**src/rtl/ysyx_23060136_mem_lsu_pkg.sv**
```systemverilog
// Shared LSU definitions: funct3 encodings, FSM state type and the alignment rule.
package ysyx_23060136_LSU_PKG;

    localparam logic [2:0] LSU_B  = 3'b000;
    localparam logic [2:0] LSU_H  = 3'b001;
    localparam logic [2:0] LSU_W  = 3'b010;
    localparam logic [2:0] LSU_BU = 3'b100;
    localparam logic [2:0] LSU_HU = 3'b101;

    typedef enum logic [1:0] {IDLE, REQ, RESP, DONE} lsu_state_t;

    function automatic logic lsu_misalign(input logic [2:0] funct3, input logic [1:0] off);
        case (funct3)
            LSU_H, LSU_HU: return off[0];
            LSU_W:         return off != 2'b00;
            default:       return 1'b0;
        endcase
    endfunction

endpackage

```
**src/rtl/ysyx_23060136_mem_lsu_load_align.sv**
```systemverilog
// Picks the addressed byte/half out of a bus word and sign- or zero-extends it.
module ysyx_23060136_load_align
    import ysyx_23060136_LSU_PKG::*;
#(
    parameter int DATA_W = 32
) (
    input  logic [DATA_W-1:0] word,
    input  logic [1:0]        off,
    input  logic [2:0]        funct3,
    output logic [DATA_W-1:0] data
);

    logic [7:0]  byte_sel;
    logic [15:0] half_sel;

    always_comb begin
        byte_sel = word[{off, 3'b000} +: 8];
        half_sel = word[{off[1], 4'b0000} +: 16];
        case (funct3)
            LSU_B:   data = {{(DATA_W-8){byte_sel[7]}}, byte_sel};
            LSU_BU:  data = {{(DATA_W-8){1'b0}}, byte_sel};
            LSU_H:   data = {{(DATA_W-16){half_sel[15]}}, half_sel};
            LSU_HU:  data = {{(DATA_W-16){1'b0}}, half_sel};
            default: data = word;
        endcase
    end

endmodule

```
**src/rtl/ysyx_23060136_mem_lsu.sv**
```systemverilog
// MEM-stage load/store unit: one valid/ready bus transaction per access, stalls the pipe until done.
module ysyx_23060136_mem_lsu
    import ysyx_23060136_LSU_PKG::*;
#(
    parameter int ADDR_W = 32,
    parameter int DATA_W = 32
) (
    input  logic              clk,
    input  logic              rst,
    input  logic              MEM_i_valid,
    input  logic              MEM_i_ren,
    input  logic              MEM_i_wen,
    input  logic [2:0]        MEM_i_funct3,
    input  logic [ADDR_W-1:0] MEM_i_addr,
    input  logic [DATA_W-1:0] MEM_i_wdata,
    input  logic              FORWARD_stallME,
    input  logic              FORWARD_flushME,
    output logic              req_valid,
    input  logic              req_ready,
    output logic              req_we,
    output logic [ADDR_W-1:0] req_addr,
    output logic [DATA_W-1:0] req_wdata,
    output logic [3:0]        req_wstrb,
    input  logic              resp_valid,
    input  logic [DATA_W-1:0] resp_rdata,
    output logic [DATA_W-1:0] MEM_o_rdata,
    output logic              MEM_o_stall_req,
    output logic              MEM_o_misalign
);

    lsu_state_t        state;
    logic              discard;
    logic [1:0]        ld_off;
    logic [2:0]        ld_funct3;
    logic [DATA_W-1:0] rbuf;
    logic [DATA_W-1:0] align_data;
    logic [DATA_W-1:0] store_data;
    logic [3:0]        store_strb;
    logic              mem_op;
    logic              misalign;
    logic              access;
    logic              issue;

    assign mem_op   = MEM_i_valid & (MEM_i_ren | MEM_i_wen);
    assign misalign = mem_op & lsu_misalign(MEM_i_funct3, MEM_i_addr[1:0]);
    assign access   = mem_op & ~misalign;
    assign issue    = (state == IDLE) & access & ~FORWARD_flushME;

    assign MEM_o_misalign  = ~rst & misalign;
    assign MEM_o_stall_req = ~rst & (issue | (state == REQ) | (state == RESP));
    assign MEM_o_rdata     = req_we ? '0 : align_data;

    always_comb begin
        store_data = MEM_i_wdata;
        store_strb = 4'hF;
        case (MEM_i_funct3)
            LSU_B: begin
                store_data = {4{MEM_i_wdata[7:0]}};
                store_strb = 4'b0001 << MEM_i_addr[1:0];
            end
            LSU_H: begin
                store_data = {2{MEM_i_wdata[15:0]}};
                store_strb = 4'b0011 << {MEM_i_addr[1], 1'b0};
            end
            default: ;
        endcase
    end

    ysyx_23060136_load_align #(.DATA_W(DATA_W)) u_load_align (
        .word   (rbuf),
        .off    (ld_off),
        .funct3 (ld_funct3),
        .data   (align_data)
    );

    always_ff @(posedge clk or posedge rst) begin
        if (rst) begin
            state     <= IDLE;
            req_valid <= 1'b0;
            req_we    <= 1'b0;
            req_addr  <= '0;
            req_wdata <= '0;
            req_wstrb <= 4'h0;
            ld_off    <= 2'b00;
            ld_funct3 <= 3'b000;
            rbuf      <= '0;
            discard   <= 1'b0;
        end else begin
            case (state)
                IDLE: if (issue) begin
                    state     <= REQ;
                    req_valid <= 1'b1;
                    req_we    <= MEM_i_wen;
                    req_addr  <= {MEM_i_addr[ADDR_W-1:2], 2'b00};
                    req_wdata <= MEM_i_wen ? store_data : '0;
                    req_wstrb <= MEM_i_wen ? store_strb : 4'h0;
                    ld_off    <= MEM_i_addr[1:0];
                    ld_funct3 <= MEM_i_funct3;
                    discard   <= 1'b0;
                end
                // A kill after issue cannot recall the bus request; remember to drop its response.
                REQ: begin
                    if (FORWARD_flushME) discard <= 1'b1;
                    if (req_ready) begin
                        req_valid <= 1'b0;
                        state     <= RESP;
                    end
                end
                RESP: begin
                    if (resp_valid) begin
                        if (discard | FORWARD_flushME) begin
                            state   <= IDLE;
                            discard <= 1'b0;
                        end else begin
                            if (!req_we) rbuf <= resp_rdata;
                            state <= DONE;
                        end
                    end else if (FORWARD_flushME) begin
                        discard <= 1'b1;
                    end
                end
                DONE: if (!FORWARD_stallME || FORWARD_flushME) state <= IDLE;
                default: state <= IDLE;
            endcase
        end
    end

endmodule
```
**config.mk**
```make
export PLATFORM = sky130hd
export DESIGN_NAME = ysyx_23060136_mem_lsu
export DESIGN_NICKNAME = d
export VERILOG_FILES = /design/src/rtl/ysyx_23060136_mem_lsu_pkg.sv /design/src/rtl/ysyx_23060136_mem_lsu_load_align.sv /design/src/rtl/ysyx_23060136_mem_lsu.sv
export SDC_FILE = /design/constraint.sdc
export NUM_CORES = 1
export LEC_CHECK = 0
export CORE_UTILIZATION = 35
export DETAILED_ROUTE_END_ITERATION = 10
export PLACE_DENSITY = 0.71
export SLEW_MARGIN = 20
export SYNTH_ARGS = -nofsm -noshare
export SYNTH_HDL_FRONTEND = slang
export SYNTH_HIERARCHICAL = 1
export SYNTH_SLANG_ARGS = --single-unit
```
**constraint.sdc**
```tcl
create_clock -name clk -period 3.2 [get_ports clk]
set_clock_uncertainty 0.15 [all_clocks]
set_input_delay 0.48 -clock clk [delete_from_list [all_inputs] [get_ports clk]]
set_output_delay 0.48 -clock clk [all_outputs]
set_load 0.02 [all_outputs]
```
==> results of run 1 <==
-- placed cells by master (no fill, tap or decap), drive strengths merged, types with 3 or more instances in the layout --
cell type      instances
clkdlybuf4s50        190
nand2                122
dfrtp                108
mux2                  89
o21ai                 50
nor2b                 38
buf                   21
dlymetal6s2s          19
mux2i                 14
clkbuf                13
nor2                  11
a21oi                 10
o211ai                10
a22oi                  8
inv                    7
ha                     5
nand3b                 3
clkinvlp               3
nor3                   3
-- metal layers --
layer	track usage	routed length [um]	vias up
met5	0	6	-
met4	0.0581	248	2
met3	0.0710	1440	18
met2	0.324	7400	185
met1	0.219	6190	2233
li1	-	-	2225
-- metrics by stage --
stage	area, um^2	worst slack [ns]	cells	total power, mW
after floorplan	5550	0.784	535	4.98
after global placement	7890	0.113	940	6.90
after detailed placement	7890	0.0904	940	7.02
after CTS	8210	0.0163	957	8.22
after global routing	8270	0.00313	957	8.62
final	8270	0.121	957	8.12
-- area by class of cell --
cell class | count | area (um^2) | area share
timing repair buffer | 230 | 2320 | 0.281
clock inverter | 3 | 45.0 | 0.00545
multi-input combinational | 384 | 2640 | 0.319
sequential | 108 | 2700 | 0.327
clock buffer | 13 | 260 | 0.0315
inverter | 8 | 33.8 | 0.00409
tap | 211 | 264 | 0.0319
-- power by group through the flow --
stage,clock (mW),combinational [mW],sequential (mW)
after detailed placement,0,4.53,2.49
final,1.13,4.52,2.46
after floorplan,0,2.06,2.92
after CTS,1.18,4.57,2.47
after global routing,1.22,4.85,2.54
after global placement,0,4.46,2.44
-- repair_timing --
action	CTS	global route
endpoints found under the hold margin	0	0
buffers inserted	1	0
endpoints found under the setup margin	16	25
gates resized for setup	0	21
pin swaps	1	0
-- worst max-delay path by stage --
| stage | startpoint | end | slack, ns | depth (start not counted) |
|---|---|---|---|---|
| CTS | ld_off[0]$_DFFE_PP0P_ | MEM_o_rdata[25] | 0.02 | 7 |
| floorplan | MEM_i_funct3[0] | MEM_o_stall_req | 0.78 | 6 |
| global route | MEM_i_addr[0] | MEM_o_stall_req | 0.003 | 6 |
| global placement | MEM_i_addr[0] | MEM_o_stall_req | 0.11 | 6 |
| finish | MEM_i_addr[0] | MEM_o_stall_req | 0.12 | 6 |
| detailed placement | MEM_i_addr[0] | MEM_o_stall_req | 0.09 | 6 |
-- registers in the layout (all words and copies together) (netlist names) --
register	cells
req_wdata	32
req_valid	1
ld_funct3	3
req_addr	30
req_wstrb	4
rbuf	32
ld_off	2
req_we	1
discard	1
state	2
-- logic make-up (layout without fill, tap and decap cells) --
family | Yosys count | after routing | synth area share
compound gates | 88 | 88 | 0.0966
simple gates | 185 | 185 | 0.156
buf+inv | 43 | 254 | 0.0384
other cells | 1 | 2 | 0.000676
fa+ha+maj | 5 | 5 | 0.0113
flops | 108 | 108 | 0.487
mux | 104 | 104 | 0.210
-- worst max-delay path, stage by stage --
cell and delay [ns]:
clkdlybuf4s50_1 0.45, or2_2 0.31, a31oi_2 0.30, nand3_4 0.13, a21oi_1 0.16, clkdlybuf4s50_1 0.62
==> reports/metrics.yaml, run 1 <==
timing.rr.end: "rbuf[22]$_DFFE_PP0P_"
synth_top_area_cell: "dfrtp_1"
cts_root_buffer: "clkbuf_16"
worst_slew_pin_slew_ns: 0.710
synthTopCellsByArea: "dfrtp_1 49%, mux2_2 18%, nand2_1 8.1%"
yosys_warnings: 6
synth_most_common_cell: "nand2_1"
synthCells: 534
syn2layout_area_growth_pct: 49.1
worstPathRequired_ns: 2.57
wl_per_cell_um: 16.0
fp.dieW_um: 128
rows: 45
fin_setup_tns_ns: 0
synth_top_flop_cell: "dfrtp_1"
htreeDepth: 3
final-max-slew-violation-count: 0
antenna_found_initial: 0
hold_end: "req_wdata[12]$_DFFE_PP0P_"
vias: 4663
gp_congestion: 0.865
p_sw_mw: 3.15
wirelength_mm: 15.3
dpl.hpwl_mm: 11.4
intPower_mw: 4.96
maxSlewHeadroom: 0.527
hp-class: "flop to flop"
synth_edf_count: 0
cts_buffer_depth: 2
cap_viol_max_count: 0
initial_utilization: 0.362
path_max_fanout: 4
min_path_cells: 2
avgSynthCellArea_um2: 10.4
die_area_um2: 16400
cellPowerDensity_nw_per_um2: 981
ys_ff_latch: 108
cp-start-kind: "primary input"
p_leak_nw: 3.83
hp-start: "req_wdata[12]$_DFFE_PP0P_"
drive_gt1_frac: 0.184
routed_via_density: 4.87
cts_made_buffers: 9
ys_seq_area_frac: 0.487
drc: 0
worstRegToRegCells: 6
clkTransAtPathRegs_ns: 0.07
netlist.area_leader.share: 0.487
coreArea_um2: 15300
first_global_vias: 4744
whs_ns: 0.330
die_h_um: 128
cts.sinks: 108
pwr-share-clk: 0.140
hold_viol: 0
globalRouteTotalUtil: 0.189
hold_buffers: 0
worstSkewPairLatency_ns: 0.34
critPathKind: "primary input to output pin"
grt_max_degree: 109
finalCritPeriodShare: 0.962
netlist_area_um2: 5550
r2r-start: "state[0]$_DFFE_PP0P_"
num_io_pins: 212
rsz0062_at_grt: "no"
fin_crit_ns: 3.08
p_seq_frac: 0.303
finalCoreUtilization: 0.540
layout.nets: 854
io_buffers: 209
max_freq_mhz: 325
grt_pass1_wl_mm: 24.0
postRouteAntennaNets: 0
tritoncts: "built"
swShare: 0.389
ys_top_cells_by_count: "120 x nand2_1, 108 x dfrtp_1, 89 x mux2_2, 50 x o21ai_0, 38 x nor2b_1"
async_flop_share: 1.00
grt-ovfl-total: 0
fill_cells: 1343
end_kind: "output pin"
r2r_slack_ns: 1.07
combPwrFrac: 0.557
worstPathArrival_ns: 2.45
outcome: "finished, final reports clean"
synth.distinct_cells: 41
first_pass_iters: 6
vdd_ir_drop_max_uv: 408
finalSetupViolations: 0
antenna_cells: 0
drt_iter0_drc: 181
Note: power is estimated with default switching activity, not from simulation.
==> run 2: changes to the inputs <==
--- a/config.mk
+++ b/config.mk
@@ -7,7 +7,7 @@
 export LEC_CHECK = 0
 export CORE_UTILIZATION = 35
 export DETAILED_ROUTE_END_ITERATION = 10
-export PLACE_DENSITY = 0.71
+export PLACE_DENSITY = 0.69
 export SLEW_MARGIN = 20
 export SYNTH_ARGS = -nofsm -noshare
 export SYNTH_HDL_FRONTEND = slang
==> run 2 against run 1 <==
  * Fmax about the same
  * Sequential share of layout area down 0.15 points
  * Die area unchanged
  * Via count grew 0.11%
  * Power up 1.7%
  * Worst hold slack improved by 0.0040 ns
  * Setup slack improved by 0.00054 ns
  * Critical endpoint unchanged
==> reports/metrics.yaml, run 2 (synthesis gave the netlist of run 1 again) <==
hold_viol: 0  # unchanged
syn2layout_area_growth_pct: 49.8
wl_per_cell_um: 16.3  # +2.2%
routed_via_density: 4.87  # -0.10%
clkTransAtPathRegs_ns: 0.07  # about the same
finalSetupViolations: 0  # unchanged
vdd_ir_drop_max_uv: 491  # +20%
combPwrFrac: 0.551  # -0.006
tritoncts: "built"
top_layer_used: "met4"
first_global_vias: 4822  # +1.6%
cts_made_buffers: 9  # unchanged
first_pass_iters: 4  # -2
pwr-share-clk: 0.150  # +0.010
wirelength_mm: 15.7  # +2.4%
p_sw_mw: 3.23  # +2.4%
worstPathRequired_ns: 2.57  # about the same
worstSkewPairLatency_ns: 0.35  # about the same
antenna_cells: 0  # unchanged
finalInstanceArea_um2: 8310  # +0.47%
globalRouteTotalUtil: 0.196  # +0.00691
maxSlewHeadroom: 0.453  # -0.0741
finalCoreUtilization: 0.542  # +0.00253
grt_max_degree: 109  # unchanged
r2r_slack_ns: 1.01  # -0.06 ns
worstRegToRegCells: 6  # unchanged
layout_commonest_cell: "clkdlybuf4s50_1"
largest_registers: "rbuf: 32 flops, req_wdata: 32 flops, req_addr: 30 flops"
place_area_um2: 7900  # +0.19%
drt_iter0_drc: 238  # +31%
drive_gt1_frac: 0.189  # +0.00486
wl_met2_mm: 7.39  # -0.20%
cellPowerDensity_nw_per_um2: 993  # +1.2%
rows: 45  # unchanged
grt_pass1_wl_mm: 25.0  # +3.8%
swShare: 0.391  # +0.00272
cts_root_buffer: "clkbuf_16"
final-max-slew-violation-count: 0  # unchanged
outcome: "finished, final reports clean"
num_io_pins: 212  # unchanged
power_mw: 8.25  # +1.7%
fp.dieW_um: 128  # unchanged
dpl.hpwl_mm: 11.5  # +0.81%
grt-ovfl-total: 0  # unchanged
htreeDepth: 3  # unchanged
hp-class: "flop to flop"
max_freq_mhz: 325  # about the same
cp-start-kind: "primary input"
postRouteAntennaNets: 0  # unchanged
cts_buffer_depth: 2  # unchanged
worst_slew_pin_slew_ns: 0.821  # +0.111 ns
critPathKind: "primary input to output pin"
io_buffers: 209  # unchanged
wl_met3_mm: 1.47  # +1.7%
p_leak_nw: 3.84  # +0.39%
wl_met1_mm: 6.54  # +5.7%
mostFrequentLayoutCells: "190 x clkdlybuf4s50_1, 120 x nand2_1, 108 x dfrtp_1"
gp_congestion: 0.886  # +2.5%
min_path_cells: 2  # unchanged
path_max_fanout: 2  # -2
fin_setup_tns_ns: 0  # unchanged
drc: 0  # unchanged
cts.sinks: 108  # unchanged
rsz0062_at_grt: "no"
fill_cells: 1363  # +1.5%
coreArea_um2: 15300  # unchanged
end_kind: "output pin"
die_h_um: 128  # unchanged
fin_crit_ns: 3.08  # -0.000536 ns
p_seq_frac: 0.298  # -0.005
vias: 4668  # +0.11%
initial_utilization: 0.362  # unchanged
finalCritPeriodShare: 0.962  # about the same
worstPathArrival_ns: 2.45  # about the same
cap_viol_max_count: 0  # unchanged
layout.nets: 856  # +0.23%
die_area_um2: 16400  # unchanged
antenna_found_initial: 0  # unchanged
intPower_mw: 5.02  # +1.2%
[run 2: cell type report]
class                           count  area [um^2]  share of cell area
Clock inverter                      6         93.8              0.0113
Tap cell                          211          264              0.0318
Inverter                            8         33.8             0.00407
Timing Repair Buffer              232         2330               0.281
Multi-Input combinational cell    384         2640               0.318
Sequential cell                   108         2700               0.325
Clock buffer                       10          239              0.0288
[run 2: path summary, 6_finish.rpt]
check | startpoint | to
worst min register to register | req_wdata[10]$_DFFE_PP0P_ | req_wdata[10]$_DFFE_PP0P_
worst max-delay path | MEM_i_addr[1] | MEM_o_stall_req
max in group asynchronous | rst | rbuf[13]$_DFFE_PP0P_
min in group asynchronous | rst | req_addr[16]$_DFFE_PP0P_
worst min-delay path | req_wdata[10]$_DFFE_PP0P_ | req_wdata[10]$_DFFE_PP0P_
worst max register to register | state[0]$_DFFE_PP0P_ | rbuf[10]$_DFFE_PP0P_
[run 2: repair_timing]
action | CTS | global route
endpoints found under the setup margin | 16 | 24
pin swaps | 1 | 0
setup buffers | 1 | 0
gates resized for setup | 1 | 20
hold buffers | 0 | 0
[run 2: power groups by stage]
stage / clock (mW) / combinational [mW] / sequential [mW]
floorplan: 0 / 2.06 / 2.92
global placement: 0 / 4.48 / 2.44
detailed placement: 0 / 4.56 / 2.48
CTS: 1.27 / 4.60 / 2.47
global route: 1.33 / 4.89 / 2.55
finish: 1.24 / 4.55 / 2.46
[run 2: metrics by stage]
step                      hold slack (ns)  cells  setup slack [ns]
final                               0.334    959             0.121
after global routing                0.366    959            0.0353
after CTS                           0.337    959           0.00238
after detailed placement            0.321    942            0.0716
after global placement              0.312    942            0.0838
after floorplan                     0.329    535             0.784
[run 2: worst max-delay path: stages]
cell             delay (ns)
clkdlybuf4s50_1        0.44
or2_2                  0.31
a31oi_2                0.31
nand3_4                0.12
a21oi_1                0.16
clkdlybuf4s50_1        0.62
[run 2: routing by layer]
layer  vias to the layer above  track usage
met4                         0       0.0685
met1                      2229        0.237
met3                        19       0.0659
met5                         -            0
li1                       2233            -
met2                       187        0.327
==> run 3: changes to the inputs <==
--- a/config.mk
+++ b/config.mk
@@ -8,7 +8,7 @@
 export CORE_UTILIZATION = 35
 export DETAILED_ROUTE_END_ITERATION = 10
 export PLACE_DENSITY = 0.69
-export SLEW_MARGIN = 20
+export SLEW_MARGIN = 30
 export SYNTH_ARGS = -nofsm -noshare
 export SYNTH_HDL_FRONTEND = slang
 export SYNTH_HIERARCHICAL = 1
==> results of run 3 <==
No change in the layout: final DEF, timing and power equal those of run 2.
